--- src/rtl/mem_arb_guard.sv ---
// Two-requester shared-memory arbiter: round-robin tie-break, protected address
// window, illegal-command rejection, ack timeout and a saturating violation count.
module mem_arb_guard #(
  parameter logic [31:0] PROT_LO    = 32'h0,
  parameter logic [31:0] PROT_HI    = 32'h4,
  parameter bit          PROT_RD_OK = 1'b1,
  parameter int unsigned TIMEOUT    = 16
) (
  input  logic        clk,
  input  logic        rst_n,
  input  logic        req0,
  input  logic        req1,
  input  logic [31:0] addr0,
  input  logic [31:0] addr1,
  input  logic        memwrite0,
  input  logic        memwrite1,
  input  logic        memread0,
  input  logic        memread1,
  output logic [1:0]  gnt,
  output logic [1:0]  done,
  output logic [1:0]  err,
  output logic [31:0] mem_addr,
  output logic        mem_read,
  output logic        mem_write,
  input  logic        mem_ack,
  output logic [7:0]  viol_cnt
);

  typedef enum logic [1:0] {IDLE, ISSUE, DENY, FIN} state_t;

  localparam logic [7:0]  TIMEOUT_CNT = 8'(TIMEOUT);
  localparam logic [31:0] WIN_SPAN    = PROT_HI - PROT_LO;

  state_t      state, state_nxt;
  logic        last;
  logic        own_rd, own_wr, own_viol;
  logic [7:0]  wait_cnt;

  logic        any_req, win;
  logic [31:0] sel_addr;
  logic        sel_rd, sel_wr;
  logic        illegal, in_win, viol, timeout;

  logic [1:0]  gnt_nxt, done_nxt, err_nxt;
  logic        rd_nxt, wr_nxt;

  // Winner is requester 1 when it asks alone, or on a tie when 0 went last.
  assign any_req  = req0 | req1;
  assign win      = (req0 & req1) ? ~last : req1;
  assign sel_addr = win ? addr1 : addr0;
  assign sel_rd   = win ? memread1 : memread0;
  assign sel_wr   = win ? memwrite1 : memwrite0;

  // Offset compare handles any window placement without a constant-bound test.
  assign illegal  = (sel_rd == sel_wr);
  assign in_win   = (sel_addr - PROT_LO) <= WIN_SPAN;
  assign viol     = in_win & (sel_wr | (sel_rd & ~PROT_RD_OK));
  assign timeout  = (state == ISSUE) & ~mem_ack & (wait_cnt == TIMEOUT_CNT);

  always_ff @(posedge clk or negedge rst_n) begin
    // NOTE: clocked state uses non-blocking assignment so every register
    // samples pre-edge values regardless of statement order.
    if (!rst_n) state <= IDLE;
    else        state <= state_nxt;
  end

  always_comb begin
    // NOTE: default first so no path leaves the variable unassigned (no latch).
    state_nxt = state;
    case (state)
      IDLE:    if (any_req) state_nxt = (illegal || viol) ? DENY : ISSUE;
      ISSUE:   if (mem_ack) state_nxt = FIN;
               else if (timeout) state_nxt = IDLE;
      DENY:    state_nxt = IDLE;
      FIN:     state_nxt = IDLE;
      default: state_nxt = IDLE;
    endcase
  end

  // Next values for the registered outputs, decided by the current state.
  always_comb begin
    gnt_nxt  = gnt;
    done_nxt = 2'b00;
    err_nxt  = 2'b00;
    rd_nxt   = 1'b0;
    wr_nxt   = 1'b0;
    case (state)
      IDLE: gnt_nxt = any_req ? (win ? 2'b10 : 2'b01) : 2'b00;
      ISSUE: begin
        rd_nxt = own_rd & ~timeout;
        wr_nxt = own_wr & ~timeout;
        if (timeout) begin
          err_nxt = gnt;
          gnt_nxt = 2'b00;
        end
      end
      DENY: begin
        err_nxt = gnt;
        gnt_nxt = 2'b00;
      end
      FIN: begin
        done_nxt = gnt;
        gnt_nxt  = 2'b00;
      end
      default: gnt_nxt = 2'b00;
    endcase
  end

  always_ff @(posedge clk or negedge rst_n) begin
    if (!rst_n) begin
      gnt       <= 2'b00;
      done      <= 2'b00;
      err       <= 2'b00;
      mem_read  <= 1'b0;
      mem_write <= 1'b0;
      mem_addr  <= 32'h0;
      viol_cnt  <= 8'h0;
      wait_cnt  <= 8'h0;
      last      <= 1'b1;
      own_rd    <= 1'b0;
      own_wr    <= 1'b0;
      own_viol  <= 1'b0;
    end else begin
      gnt       <= gnt_nxt;
      done      <= done_nxt;
      err       <= err_nxt;
      mem_read  <= rd_nxt;
      mem_write <= wr_nxt;
      // The transaction runs from these copies, so requesters may change freely.
      if (state == IDLE && any_req) begin
        mem_addr <= sel_addr;
        own_rd   <= sel_rd;
        own_wr   <= sel_wr;
        own_viol <= ~illegal & viol;
        last     <= win;
        wait_cnt <= 8'h0;
      end
      if (state == ISSUE && !mem_ack && !timeout) wait_cnt <= wait_cnt + 8'd1;
      if (state == DENY && own_viol && viol_cnt != 8'hFF) viol_cnt <= viol_cnt + 8'd1;
    end
  end

endmodule
--- config.mk ---
export PLATFORM = sky130hd
export DESIGN_NAME = mem_arb_guard
export DESIGN_NICKNAME = d
export VERILOG_FILES = /design/src/rtl/mem_arb_guard.sv
export SDC_FILE = /design/constraint.sdc
export NUM_CORES = 1
export LEC_CHECK = 0
export ABC_AREA = 0
export BUFFER_PORTS_ARGS = -buffer_cell sky130_fd_sc_hd__buf_4
export CORE_UTILIZATION = 46
export CTS_BUF_LIST = sky130_fd_sc_hd__clkbuf_4
export CTS_CLUSTER_DIAMETER = 50
export DETAILED_ROUTE_END_ITERATION = 8
export MAX_ROUTING_LAYER = met4
export PLACE_DENSITY_LB_ADDON = 0.3
export RECOVER_POWER = 25
export SETUP_SLACK_MARGIN = 0.15
export SLEW_MARGIN = 20
export SYNTH_ARGS = -nofsm -noshare
export SYNTH_HDL_FRONTEND = slang
export SYNTH_SLANG_ARGS = --single-unit
--- constraint.sdc ---
create_clock -name clk -period 1.9 [get_ports clk]
set_input_delay 0.19 -clock clk [delete_from_list [all_inputs] [get_ports clk]]
set_output_delay 0.19 -clock clk [all_outputs]
set_load 0.01 [all_outputs]
==> qor.yml <==
run_status:
  status: "complete, but fails checks"
  violations: "capacitance limit, slew limit, setup timing"
synth:
  syn_area_mm2: 0.003143
  synthArstFlopShare: 1.000
  synthCells: 315
  ys_ff_latch: 62
  syn_area_per_cell_um2: 9.978
  ys_warn_count: 0
  synthFlopType: "dfrtp_1"
  synth-edff-count: 0
  yosysSeqAreaShare: 0.4940
  synth_nets: 396
  ys_types: 41
min_path:
  hold_path.class: "primary input to flop"
clocking:
  root_buffer: "clkbuf_4"
  clkTransAtPathRegs_ns: 0.10
  h-tree-depth: 3
  clock_latency_ns: 0.40
  clk_path_buf_depth: 2
  cts.sinks: 62
  cts_made_buffers: 9
  cts_tree: "built"
critical_path:
  path_class: "flop to flop"
  worst_setup_path_end_kind: "flop"
  worstPathArrival_ns: 2.33
  cp_max_fo: 3
  crit_required_ns: 2.19
  worst_setup_path_start_kind: "flop"
drt:
  drtIter0Drc: 134
  via_per_inst: 5.386
  drc: 0
  drt_pass1_iterations: 7
  ant_nets: 0
  vias: 2941
  routed_wl_um: 8386
  wl_per_cell_um: 15.36
layout:
  final_common_cell: "buf_4"
  multiInputGateArea_mm2: 0.001575
  mostFrequentLayoutCells: "141 x buf_4, 61 x dfrtp_1, 45 x nand2_1"
  area_growth_pct: 44.75
  nNetsFinal: 547
  drive_gt1_frac: 0.3881
  regArea_mm2: 0.001553
  diodes: 0
  fillers: 502
flow_run:
  drv_cap: 1
global_route:
  grt_overflow: 0
  grt_max_degree: 63
  grt_pass1_vias: 2981
  antenna_found_initial: 0
  track_usage: 0.2498
  grt_pass1_wl_um: 13570
pwr:
  power_density_mw_per_mm2: 1172
  p_leak_nw: 2.265
  finalPower_mw: 5.330
  vdd_ir_drop_max_mv: 0.6586
placement:
  post-place-ws_ns: -0.1118
  portBuffers: 120
  hpwlAfterDp_um: 6047
  gp_congestion: 0.8887
sta:
  fin_crit_ns: 2.036
  tightest_slew_ns: 1.502
  fin_skew_ns: 0.007901
  hold_violations: 0
  max_freq_mhz: 491.3
  finalCritPeriodShare: 1.071
  finalSetupViolCount: 11
  slew_violations: 62
  relSlewSlack: -0.001069
  setup_slack_ns: -0.1356
  fin_tns_setup_ns: -0.7365
  rsz0062_at_grt: "true"
floorplanning:
  dieArea_mm2: 0.007167
  die_width_um: 84.66
  core-area_mm2: 0.006459
  rows: 29
  initial_utilization: 0.4866
  io_pins: 121
  dieHeight_um: 84.66
[path summary, 6_finish.rpt]
kind / end / startpoint / slack [ns] / cells after the start
worst max register to register: gnt[0] / wait_cnt[5] / -0.14 / 4
worst max-delay path: gnt[0] / wait_cnt[5] / -0.14 / 4
max in group asynchronous: own_viol / rst_n / 0.31 / 2
worst min-delay path: mem_addr[22] / addr0[22] / 0.08 / 3
worst min register to register: mem_addr[0] / mem_addr[0] / 0.49 / 2
min in group asynchronous: viol_cnt[3] / rst_n / 0.69 / 2
[through the flow]
step,instance area (um2),instances,hold WS (ns),util
2_1_floorplan,3146,315,-0.1056,-
3_3_place_gp,4268,518,0.3130,0.6608
3_5_place_dp,4268,518,0.3211,0.6608
4_1_cts,4484,540,0.06864,0.6943
5_1_grt,4549,546,0.09203,0.7044
6_report,4549,546,0.08154,0.7044
[critical path, stage by stage (launching register included)]
cell and delay, ns:
dfrtp_1 0.40, or4b_4 0.58, or4_4 0.47, o21ai_4 0.17
mux2_4 0.31
[power breakdown]
group,switching [mW],total (mW),internal [mW],leakage [nW]
registers,0.278,2.05,1.77,0.800
logic,1.30,2.57,1.27,1.41
clock network,0.449,0.704,0.255,0.0546
total,2.03,5.33,3.30,2.27
[registers in the layout, indices dropped and copies added (netlist names), 2 cells and up]
register and count:
mem_addr 32, gnt 2, err 2, viol_cnt 8
wait_cnt 8, state 2, done 2
[final cells by class]
type,instances,share of cell area
multi-input cells,230,0.3463
flip-flops and latches,62,0.3413
repair buffers,152,0.2621
well taps,77,0.02118
clock buffers,10,0.01650
inverters,11,0.009076
clock inverters,4,0.003575
[synth_stat cells, types with 3 or more instances]
library cell | n | area, um2
a21oi_1 | 5 | 25.02
a31oi_1 | 3 | 18.77
and2_1 | 5 | 31.28
and3_1 | 4 | 25.02
buf_2 | 4 | 20.02
clkbuf_1 | 7 | 26.28
dfrtp_1 | 61 | 1526
ha_1 | 8 | 100.1
inv_1 | 11 | 41.29
mux2i_1 | 35 | 350.3
nand2_1 | 46 | 172.7
nand3_1 | 10 | 50.05
nor2_1 | 14 | 52.55
nor3_1 | 3 | 15.01
nor4_1 | 13 | 81.33
o21ai_0 | 49 | 245.2
xnor2_1 | 3 | 26.28
xor2_1 | 7 | 61.31
[routing by layer]
| layer | routed length (um) | part of all wire | global-route usage |
|---|---|---|---|
| met1 | 3462 | 0.41 | 0.2926 |
| met2 | 4275 | 0.51 | 0.4124 |
| met3 | 476 | 0.057 | 0.05310 |
| met4 | 172 | 0.021 | 0.1156 |
| met5 | 0 | 0 | - |
[repair_timing]
item	4_1_cts	5_1_grt
pin swaps	4	3
gates cloned	1	0
setup endpoints to repair	14	24
setup buffers	5	6
resized for setup	17	6
hold buffers	2	0
hold endpoints to repair	62	0
[cells by family (layout without fill, tap and decap cells)]
logic type,Yosys count,count (layout),share of synthesized area
compound gates,69,69,0.1306
xor+xnor,10,10,0.02787
fa+ha+maj,8,8,0.03185
buf+inv,23,177,0.03145
flops,62,62,0.4940
mux,37,37,0.1198
simple gates,106,106,0.1644
(Power assumes the default switching activity.)
